<file path="config.mk">
export PLATFORM = sky130hd
export DESIGN_NAME = mem_access_unit
export DESIGN_NICKNAME = d
export VERILOG_FILES = /design/src/rtl/mem_access_unit.sv
export SDC_FILE = /design/constraint.sdc
export NUM_CORES = 1
export LEC_CHECK = 0
export BUFFER_PORTS_ARGS = -buffer_cell sky130_fd_sc_hd__buf_2
export CAP_MARGIN = 10
export CORE_UTILIZATION = 50
export CTS_BUF_LIST = sky130_fd_sc_hd__clkbuf_8 sky130_fd_sc_hd__clkbuf_16
export DETAILED_ROUTE_END_ITERATION = 6
export PLACE_DENSITY = 0.91
export SLEW_MARGIN = 15
export SYNTH_ARGS = -nofsm -noshare
export SYNTH_HDL_FRONTEND = slang
export SYNTH_SLANG_ARGS = --single-unit
</file>
<file path="constraint.sdc">
create_clock -name clk -period 1.86 [get_ports clk]
set_clock_uncertainty 0.1 [all_clocks]
set_input_delay 0.093 -clock clk [delete_from_list [all_inputs] [get_ports clk]]
set_output_delay 0.093 -clock clk [all_outputs]
set_load 0.005 [all_outputs]
</file>
<file path="src/rtl/mem_access_unit.sv">
// Load/store stage: req/ack data-memory transaction with lane steering, load extension and bus timeout.
// Optional MEM_ALIGN_TRAP_EN: misaligned half/word accesses skip the bus and complete with err.
module mem_access_unit #(
  parameter int ADDR_W  = 32,
  parameter int DATA_W  = 32,
  parameter int TIMEOUT = 255
) (
  input  logic              clk,
  input  logic              reset_n,
  input  logic              start,
  input  logic              mem_write,
  input  logic [3:0]        be,
  input  logic              sign_ext,
  input  logic [ADDR_W-1:0] addr,
  input  logic [DATA_W-1:0] wdata,
  output logic              busy,
  output logic              done,
  output logic [DATA_W-1:0] rdata,
  output logic              err,
  output logic              m_req,
  output logic              m_we,
  output logic [ADDR_W-1:0] m_addr,
  output logic [3:0]        m_be,
  output logic [DATA_W-1:0] m_wdata,
  input  logic              m_ack,
  input  logic [DATA_W-1:0] m_rdata
);
  localparam int CW = (TIMEOUT > 1) ? $clog2(TIMEOUT) : 1;

  typedef enum logic [1:0] {IDLE, REQ, DONE} state_t;
  typedef enum logic [1:0] {SZ_B, SZ_H, SZ_W} size_t;
  typedef struct packed {
    logic              we;
    size_t             sz;
    logic              sext;
    logic [ADDR_W-1:0] addr;
    logic [DATA_W-1:0] wdata;
  } req_t;

  state_t  st;
  req_t    rq;
  logic [CW-1:0] cnt;
  size_t   sz_in;
  logic    mis;
  logic [1:0] off;
  logic [3:0] mask;
  logic [3:0][7:0] wrep;
  logic [DATA_W-1:0] field, ld;

  // Unrecognised be codes fall back to a full word.
  always_comb begin
    case (be)
      4'b0001: sz_in = SZ_B;
      4'b0011: sz_in = SZ_H;
      default: sz_in = SZ_W;
    endcase
  end

`ifdef MEM_ALIGN_TRAP_EN
  assign mis = ((sz_in == SZ_H) && addr[0]) || ((sz_in == SZ_W) && (addr[1:0] != 2'b00));
`else
  assign mis = 1'b0;
`endif

  always_comb begin
    case (rq.sz)
      SZ_B:    begin off = rq.addr[1:0];       mask = 4'b0001; end
      SZ_H:    begin off = {rq.addr[1], 1'b0}; mask = 4'b0011; end
      default: begin off = 2'b00;              mask = 4'b1111; end
    endcase
  end

  for (genvar i = 0; i < 4; i++) begin : g_lane
    assign wrep[i] = (rq.sz == SZ_B) ? rq.wdata[7:0] :
                     (rq.sz == SZ_H) ? rq.wdata[8*(i%2) +: 8] : rq.wdata[8*i +: 8];
  end

  assign field = m_rdata >> {off, 3'b000};

  always_comb begin
    ld = field;
    case (rq.sz)
      SZ_B:    ld = {{(DATA_W-8){rq.sext & field[7]}}, field[7:0]};
      SZ_H:    ld = {{(DATA_W-16){rq.sext & field[15]}}, field[15:0]};
      default: ld = field;
    endcase
  end

  assign busy    = ((st == IDLE) && start) || (st == REQ);
  assign done    = (st == DONE);
  assign m_req   = (st == REQ);
  assign m_we    = (st == REQ) && rq.we;
  assign m_be    = (st == REQ) ? (mask << off) : 4'b0000;
  assign m_addr  = {rq.addr[ADDR_W-1:2], 2'b00};
  assign m_wdata = wrep;

  always_ff @(posedge clk or negedge reset_n) begin
    if (!reset_n) begin
      st    <= IDLE;
      rq    <= '0;
      cnt   <= '0;
      rdata <= '0;
      err   <= 1'b0;
    end else begin
      case (st)
        IDLE: begin
          err <= 1'b0;
          if (start) begin
            rq  <= '{we: mem_write, sz: sz_in, sext: sign_ext, addr: addr, wdata: wdata};
            cnt <= '0;
            if (mis) begin
              st    <= DONE;
              err   <= 1'b1;
              rdata <= '0;
            end else begin
              st <= REQ;
            end
          end
        end
        REQ: begin
          // An ack in the final timeout cycle still completes cleanly.
          if (m_ack) begin
            if (!rq.we) rdata <= ld;
            st <= DONE;
          end else if (cnt == CW'(TIMEOUT - 1)) begin
            rdata <= '0;
            err   <= 1'b1;
            st    <= DONE;
          end else begin
            cnt <= cnt + 1'b1;
          end
        end
        DONE: begin
          err <= 1'b0;
          st  <= IDLE;
        end
        default: st <= IDLE;
      endcase
    end
  end
endmodule

</file>
==> results of run 1 <==
## worst max-delay path by stage
stage	start	end	slack [ps]
finish	rq[65]	m_wdata[30]	50
global route	st[1]	m_be[2]	-10
CTS	rq[66]	m_wdata[23]	4
detailed placement	rq[33]	rdata[21]	80
global placement	rq[33]	rdata[17]	170
floorplan	rq[33]	rdata[6]	210
## through the flow
| stage | area (um2) | total power, W | setup WS, ps |
|---|---|---|---|
| 5_1_grt | 7710 | 0.0114 | -11.9 |
| 2_1_floorplan | 5570 | 0.00724 | 206 |
| 3_3_place_gp | 6530 | 0.00864 | 171 |
| 3_5_place_dp | 6530 | 0.00881 | 84.0 |
| 4_1_cts | 7620 | 0.0103 | 3.74 |
| 6_report | 7710 | 0.0106 | 54.6 |
## registers in the layout (all words and copies together) (netlist names)
| name | count |
|---|---|
| st | 2 |
| m_addr | 30 |
| rq | 30 |
| rdata | 32 |
| m_wdata | 8 |
| err | 1 |
| cnt | 8 |
## worst register-to-register path, cell delays in order, from the launching register on
cell,delay [ps]
dfrtp_2,460
buf_4,150
o21bai_1,160
buf_4,170
nor2_4,290
buf_12,230
nand2_1,100
nand2_1,60
## cell type report
cell class / instances / area [um2]
fill: 736 / 3130
multi-input combinational: 404 / 2300
inverter: 8 / 30.0
tap: 140 / 175
sequential: 111 / 2780
clock buffer: 10 / 138
clock inverter: 6 / 43.8
timing repair buffer: 323 / 2230
## what timing repair did
item | in CTS | in global routing
hold buffers | 90 | 0
setup endpoints to repair | 16 | 34
hold endpoints to repair | 198 | 0
pin swaps | 1 | 1
setup buffers | 1 | 5
gates resized for setup | 2 | 11
## kinds of logic after synthesis
| family | Yosys count |
|---|---|
| and+or+nand+nor | 264 |
| DFF | 111 |
| AOI/OAI and AO/OA | 95 |
| buffers and inverters | 82 |
| muxes | 39 |
| adders and majority gates | 2 |
| xor gates and xnor gates | 2 |
| other | 1 |
## power by group through the flow
stage               logic (W)  clock network [W]  registers [W]
floorplan             0.00317                  0        0.00407
global placement      0.00446                  0        0.00418
detailed placement    0.00459                  0        0.00422
CTS                   0.00476            0.00140        0.00418
global route          0.00555            0.00152        0.00436
finish                0.00502            0.00139        0.00423
## cell usage after synthesis, types with 2 or more instances
cell type  number
nand2_1       227
dfrtp_1       111
o21ai_0        54
buf_4          46
mux2_2         16
mux2i_1        16
clkbuf_1       15
buf_2          10
inv_1           8
a22o_1          7
a2bb2oi_1       7
mux4_2          7
nor2_1          6
a21oi_1         5
nand3_1         5
o21ai_1         5
and3_1          3
buf_6           3
nor3_1          3
o2111ai_1       3
or3_1           3
a31oi_1         2
and2_1          2
and2b_2         2
and4bb_2        2
ha_1            2
nand2b_1        2
nand3b_1        2
xor2_1          2
## layer usage
| layer | vias up | GRT usage (%) | routed length [um] |
|---|---|---|---|
| met5 | - | 0 | 0 |
| met4 | 0 | 16.2 | 802 |
| met3 | 75 | 7.63 | 1400 |
| met2 | 316 | 51.7 | 8510 |
| met1 | 2531 | 33.1 | 6270 |
| li1 | 2447 | - | - |
## cells in the final DEF (no fill, tap or decap), drive strengths merged, types with 2 or more instances in the layout
cell,netlist,routed
buf,59,233
nand2,228,228
dfrtp,111,111
dlygate4sd3,0,90
o21ai,59,59
mux2i,16,16
mux2,16,16
clkbuf,15,10
inv,8,10
a2bb2oi,7,7
mux4,7,7
a22o,7,7
nor2,7,7
nand3,5,5
a21oi,5,5
nor3,3,3
or3,3,3
and3,3,3
o2111ai,3,3
a31oi,3,3
clkinv,0,3
and2b,2,2
and2,2,2
or2,2,2
and4bb,2,2
xor2,2,2
nand3b,2,2
conb,1,2
nand2b,2,2
o211ai,2,2
ha,2,2
==> impl_metrics.ini, run 1 <==
[outcome]
outcome = complete, no violations

[final_layout]
fin_cells = 1002
layout-area-overhead-vs-synth_pct = 38.4
final_core_util_pct = 71.1
final_nets = 965
antenna_cells = 0
drive_above_1_share_pct = 34.2

[route]
ant_nets = 0
routed_via_density = 5.36
firstDrtPassIters = 5
routed_wl_um = 17000
drt_iter0_markers = 323
drc = 0
num_vias = 5369
avgRoutedWirePerCell_um = 16.9

[setup_path]
endpoint_kind = primary output
cp_top_family = flip-flops
crit_cells = 4
r2r-end = m_addr[30]
worstPathArrival_ps = 1610
slowest_delay_ps = 440
critPathLaunchType = register
r2r-start = st[1]
path_cells = buf_4 > mux2i_1 > o21ai_0 > buf_2
criticalPathCategory = reg2out
cp_max_fo = 9
required_ps = 1670
r2r_cells = 7
rrSetupSlack_ps = 80
cp_num_buf_inv = 2
slowest_stage = dfrtp_1

[clock_tree]
cts_tree = yes
cts.path.max_buffers = 2
htree_levels = 3
insertion_delay_ps = 360
cts.sinks = 111
root_buffer = clkbuf_8
clkSlewWorstSetupHoldPaths_ps = 110
cts_made_buffers = 9

[floorplanning]
io_pins = 211
start_util_pct = 51.4
rows = 38
die_x_um = 108
core_um2 = 10800
die_y_um = 108
fp.dieArea_um2 = 11600

[sta]
fmax_mhz = 554
slew_viol_final = 0
relSlewSlack_pct = 60.9
fin_crit_sh_pct = 97.1
worst_pin_slew_ps = 579
timing.final.crit_period_ps = 1810
setup_tns_ps = 0
whs_ps = 21.2
setup_viol_count_final = 0
final-hold-violation-count = 0

[placement]
place_congestion = 0.925
dp_hpwl_um = 10000
dp_cells = 890
numPortBuffers = 208

[synth]
synth_area_leaders = dfrtp_1 50%, nand2_1 15%, buf_4 6.2%
yosys.area.top_type = dfrtp_1
synthArstFlopShare_pct = 100
synth_edf_count = 0
synth_flop_cell = dfrtp_1
yosys_warnings = 0
synth_seq_cells = 111
synth_compound_area_share_pct = 11.1
yosysTopAreaCellShare_pct = 49.9
synth_top_family_by_area = simple AND/OR/NAND/NOR gates
synth.avg_cell_area_um2 = 9.34
yosys.area_share.adder_pct = 0.450
ys_seq_area_share_pct = 49.9
synthSimpleGateAreaFrac_pct = 19.9
synthMuxAreaShare_pct = 8.95
yosys.area_share.xor_xnor_pct = 0.315
netlist_area_um2 = 5570
syn_inst = 596
synth.distinct_cells = 49

[hold_path]
whs_path_depth = 4
hold_start = m_rdata[12]
hold_path.class = in2reg
hold_end = rdata[12]

[pwr]
seqPwrFrac_pct = 39.8
power.switching_w = 0.00425
cell_internal_pwr_w = 0.00640
swShare_pct = 39.9
irDropWorstVdd_mv = 0.786
powerDensity_nw_per_um2 = 1380
combPwrFrac_pct = 47.1
pwr-share-clk_pct = 13.1
leakage_nw = 4.03

[grt]
grt_max_degree = 112
grt_overflow = 0
grt_antenna_before_repair = 0
grt_pass1_wl_um = 26700
grtUsageTotal_pct = 29.7
grt_pass1_vias = 5481

[job]
max_cap_viol_count = 0
Power figures use the tool's default switching activity.
==> inputs of run 2 (changes only) <==
CELL_PAD_IN_SITES_DETAIL_PLACEMENT = 0   (was default)
CELL_PAD_IN_SITES_GLOBAL_PLACEMENT = 1   (was default)
CORE_UTILIZATION = 36   (was 50)
PLACE_DENSITY = 0.9   (was 0.91)
==> impl_metrics.ini, run 2 (synthesis results as in run 1) <==
[sta]
worst_pin_slew_ps = 571
finalWorstSetupSlack_ps = 55.1
final-hold-violation-count = 0
rsz0062_at_grt = yes
timing.final.crit_period_ps = 1800
whs_ps = 9.28
fmax_mhz = 554
setup_tns_ps = 0
relSlewSlack_pct = 61.6
setup_viol_count_final = 0
fin_crit_sh_pct = 97.0
slew_viol_final = 0

[setup_path]
criticalPathCategory = reg2out
path_cells = nor2_4 > buf_8 > mux2_2 > buf_2
slowest_delay_ps = 460
critPathLaunchType = register
r2r-start = cnt[0]
r2r_cells = 7
slowest_stage = dfrtp_2
r2r-end = rdata[15]
endpoint_kind = primary output
worstPathArrival_ps = 1610
cp_max_fo = 9
rrSetupSlack_ps = 90
required_ps = 1670
crit_path_end = m_wdata[13]
cp-startpoint = rq[65]

[placement]
dp_hpwl_um = 10500
numPortBuffers = 208
pre_cts_ws_ps = 116
place_congestion = 0.799

[grt]
grt_antenna_before_repair = 0
grtUsageTotal_pct = 20.6
grt_max_degree = 52
use_met3_pct = 4.51
top_usage_layer = met2
grt_overflow = 0
use_met2_pct = 35.5
met1_usage_pct = 25.9
grt_pass1_vias = 5039
grt_pass1_wl_um = 25900

[final_layout]
antenna_cells = 0
final_core_util_pct = 51.7
layout-area-overhead-vs-synth_pct = 40.7
ff_latch_area_um2 = 2780
drive_above_1_share_pct = 33.7
final_cell_mix = 227 x nand2_1, 207 x buf_2, 108 x dfrtp_1, 88 x dlygate4sd3_1, 53 x o21ai_0
final_nets = 957
regMostFlops = rdata
fill_cells = 1356
mostFrequentLayoutCell = nand2_1
largest_reg_flops = 32
multi_input_area_um2 = 2300

[clock_tree]
root_buffer = clkbuf_16
cts.path.max_buffers = 2
cts.sinks = 111
htree_levels = 3
cts_made_buffers = 9
cts_tree = yes
clkSlewWorstSetupHoldPaths_ps = 80
insertion_delay_ps = 360

[floorplanning]
fp.dieArea_um2 = 16000
core_um2 = 15100
start_util_pct = 36.8
die_y_um = 126
io_pins = 211
rows = 45
die_x_um = 126

[route]
routed_via_density = 4.89
ant_nets = 0
avgRoutedWirePerCell_um = 15.5
drc = 0
routed_wl_um = 16200
firstDrtPassIters = 4
drt_iter0_markers = 254
num_vias = 5096

[job]
max_cap_viol_count = 0

[outcome]
outcome = complete, no violations

[pwr]
irDropWorstVdd_mv = 0.831
totalPowerFinal_w = 0.0112
powerDensity_nw_per_um2 = 1430
leakage_nw = 4.05

[hold_path]
hold_path.class = in2async
==> run 2: cell types whose count changed in the layout (fill, tap and decap cells not counted), moves of 2 or more <==
cell           delta
clkinvlp_4        +2
buf_4             -4
buf_6             -2
clkinv_2          -2
clkbuf_8         -10
bufinv_16         +2
clkbuf_16         +9
dlygate4sd3_1     -2
==> run 2: final cells by class <==
class                           instances  area share (%)
Sequential cell                       111            35.5
Multi-Input combinational cell        404            29.4
Timing Repair Buffer                  315            27.5
Tap cell                              188            3.00
Clock buffer                            9            2.88
Clock inverter                          7            1.31
Inverter                                8           0.383
==> run 2: timing repair <==
item,CTS,global route
buffers inserted,1,2
pin swaps,1,0
hold buffers,88,0
endpoints found under the setup margin,22,15
resized for setup,8,4
hold endpoints to repair,196,0
==> run 2: worst min-delay path by stage <==
stage | to
floorplan | cnt[0]
global placement | cnt[1]
detailed placement | cnt[1]
CTS | rdata[11]
global route | rdata[11]
finish | st[0]
==> run 2: critical path, delay by kind of cell, from the launching register on <==
family,cells,cell delay [ps]
AND/OR/NAND/NOR,1,150
multiplexers,1,350
buffers and inverters,2,290
flip-flops,1,460
==> run 2: metal layers <==
layer / wire length (um) / vias up
met3: 936 / 20
met2: 7910 / 183
met4: 276 / 0
li1: - / 2442
met5: 0 / -
met1: 7050 / 2451
==> run 2: per-stage QoR <==
step / cell area, um2 / instances
6_report: 7830 / 1042
5_1_grt: 7830 / 1042
4_1_cts: 7800 / 1040
3_5_place_dp: 6570 / 935
3_3_place_gp: 6570 / 935
2_1_floorplan: 5570 / 597
==> run 2: report_power, final <==
group / switching [W] / internal [W]
Combinational: 0.00251 / 0.00229
Sequential: 0.000746 / 0.00347
Clock: 0.000962 / 0.00120
Total: 0.00422 / 0.00696
==> inputs of run 3 (changes only) <==
HOLD_SLACK_MARGIN = 0.05   (was default)
SLEW_MARGIN = default   (was 15)
==> impl_metrics.ini, run 3 (synthesis results as in run 1) <==
[route]
drt_iter0_markers = 247
routed_via_density = 4.87
firstDrtPassIters = 4
routed_wl_um = 16300
ant_nets = 0
drc = 0
avgRoutedWirePerCell_um = 15.5
num_vias = 5117

[setup_path]
slowest_stage = dfrtp_2
cp_max_fo = 9
critPathLaunchType = register
cp_num_buf_inv = 2
required_ps = 1670
endpoint_kind = primary output
r2r-start = cnt[0]
path_cells = nor2_4 > buf_8 > mux2_2 > buf_2
cp-startpoint = rq[65]
criticalPathCategory = reg2out
slowest_delay_ps = 460
worstPathArrival_ps = 1610
cp_top_family = flip-flops

[grt]
grt_pass1_wl_um = 26100
grtUsageTotal_pct = 20.8
grt_max_degree = 52
grt_pass1_vias = 5092
grt_overflow = 0
grt_antenna_before_repair = 0

[hold_path]
hold_path.class = in2reg
hold_start = m_rdata[1]

[final_layout]
final_cell_mix = 227 x nand2_1, 207 x buf_2, 108 x dfrtp_1, 96 x dlygate4sd3_1, 53 x o21ai_0
fin_cells = 1050
antenna_cells = 0
layout-area-overhead-vs-synth_pct = 42.1
layout.cell_area.non_filler_um2 = 7910
largest_reg_flops = 32
final_nets = 965
regMostFlops = rdata
drive_above_1_share_pct = 33.4
mostFrequentLayoutCell = nand2_1
final_core_util_pct = 52.2

[placement]
dp_hpwl_um = 10500
place_congestion = 0.799
dp_cells = 935
place_area_um2 = 6570
numPortBuffers = 208

[sta]
fin_crit_sh_pct = 97.1
relSlewSlack_pct = 61.8
slew_viol_final = 0
worst_pin_slew_ps = 569
fmax_mhz = 554
timing.final.crit_period_ps = 1810
whs_ps = 63.0
rsz0062_at_grt = yes
setup_viol_count_final = 0
setup_tns_ps = 0
final-hold-violation-count = 0

[floorplanning]
start_util_pct = 36.8
rows = 45
die_x_um = 126
fp.dieArea_um2 = 16000
io_pins = 211
core_um2 = 15100
die_y_um = 126

[clock_tree]
cts.path.max_buffers = 2
htree_levels = 3
cts_made_buffers = 9
cts.sinks = 111
clkSlewWorstSetupHoldPaths_ps = 80
cts_tree = yes
root_buffer = clkbuf_16
insertion_delay_ps = 360

[outcome]
outcome = complete, no violations

[pwr]
leakage_nw = 4.09
powerDensity_nw_per_um2 = 1410
irDropWorstVdd_mv = 0.829

[job]
max_cap_viol_count = 0
[run 3: cell types whose count changed in the layout (fill, tap and decap cells not counted), sizes merged]
cell / change
dlygate4sd3: +8
[run 3: path summary, 6_finish.rpt]
check,slack (ps),end,depth (start not counted)
min,60,rdata[1],3
min reg2reg,370,m_addr[8],2
min in group asynchronous,190,m_addr[6],3
max,50,m_wdata[13],4
max reg2reg,90,rdata[15],7
max in group asynchronous,670,cnt[5],3
[run 3: per-layer routing]
layer	vias up	wire (um)	track usage, %
met1	2435	7050	26.1
met3	25	969	4.47
met2	201	7960	35.8
li1	2456	-	-
met5	-	0	0
met4	0	303	6.38
[run 3: worst register-to-register path: cells and delay by family, from the launching register on]
family / cells / cell delay, ps
AO/OA/AOI/OAI: 3 / 420
flip-flops: 1 / 400
buffers and inverters: 2 / 300
AND/OR/NAND/NOR: 1 / 240
adder cells (fa/ha/maj): 1 / 200
[run 3: per-stage QoR]
| step | setup WS, ps | power [W] |
|---|---|---|
| after global routing | -11.6 | 0.0120 |
| after CTS | 0.169 | 0.0112 |
| final | 53.5 | 0.0112 |
| after detailed placement | 116 | 0.00882 |
| after global placement | 151 | 0.00871 |
| after floorplan | 206 | 0.00724 |
[run 3: what timing repair did]
item / CTS / global route
gates resized for setup: 8 / 4
buffers inserted: 1 / 2
setup endpoints to repair: 22 / 15
hold buffers: 96 / 0
endpoints found under the hold margin: 204 / 0
pin swaps: 1 / 0
[run 3: cell type report]
class	count	area (um2)
inverters	8	30.0
multi-input cells	404	2300
well taps	188	235
repair buffers	323	2240
clock inverters	7	103
clock buffers	9	225
fillers	1349	7230
flip-flops and latches	111	2780
[run 3: power by group]
| part | total (W) | leakage (nW) | internal (W) | switching (W) |
|---|---|---|---|---|
| logic | 0.00482 | 2.55 | 0.00230 | 0.00251 |
| clock network | 0.00216 | 0.150 | 0.00120 | 0.000961 |
| registers | 0.00422 | 1.38 | 0.00347 | 0.000748 |
| total | 0.0112 | 4.09 | 0.00697 | 0.00422 |
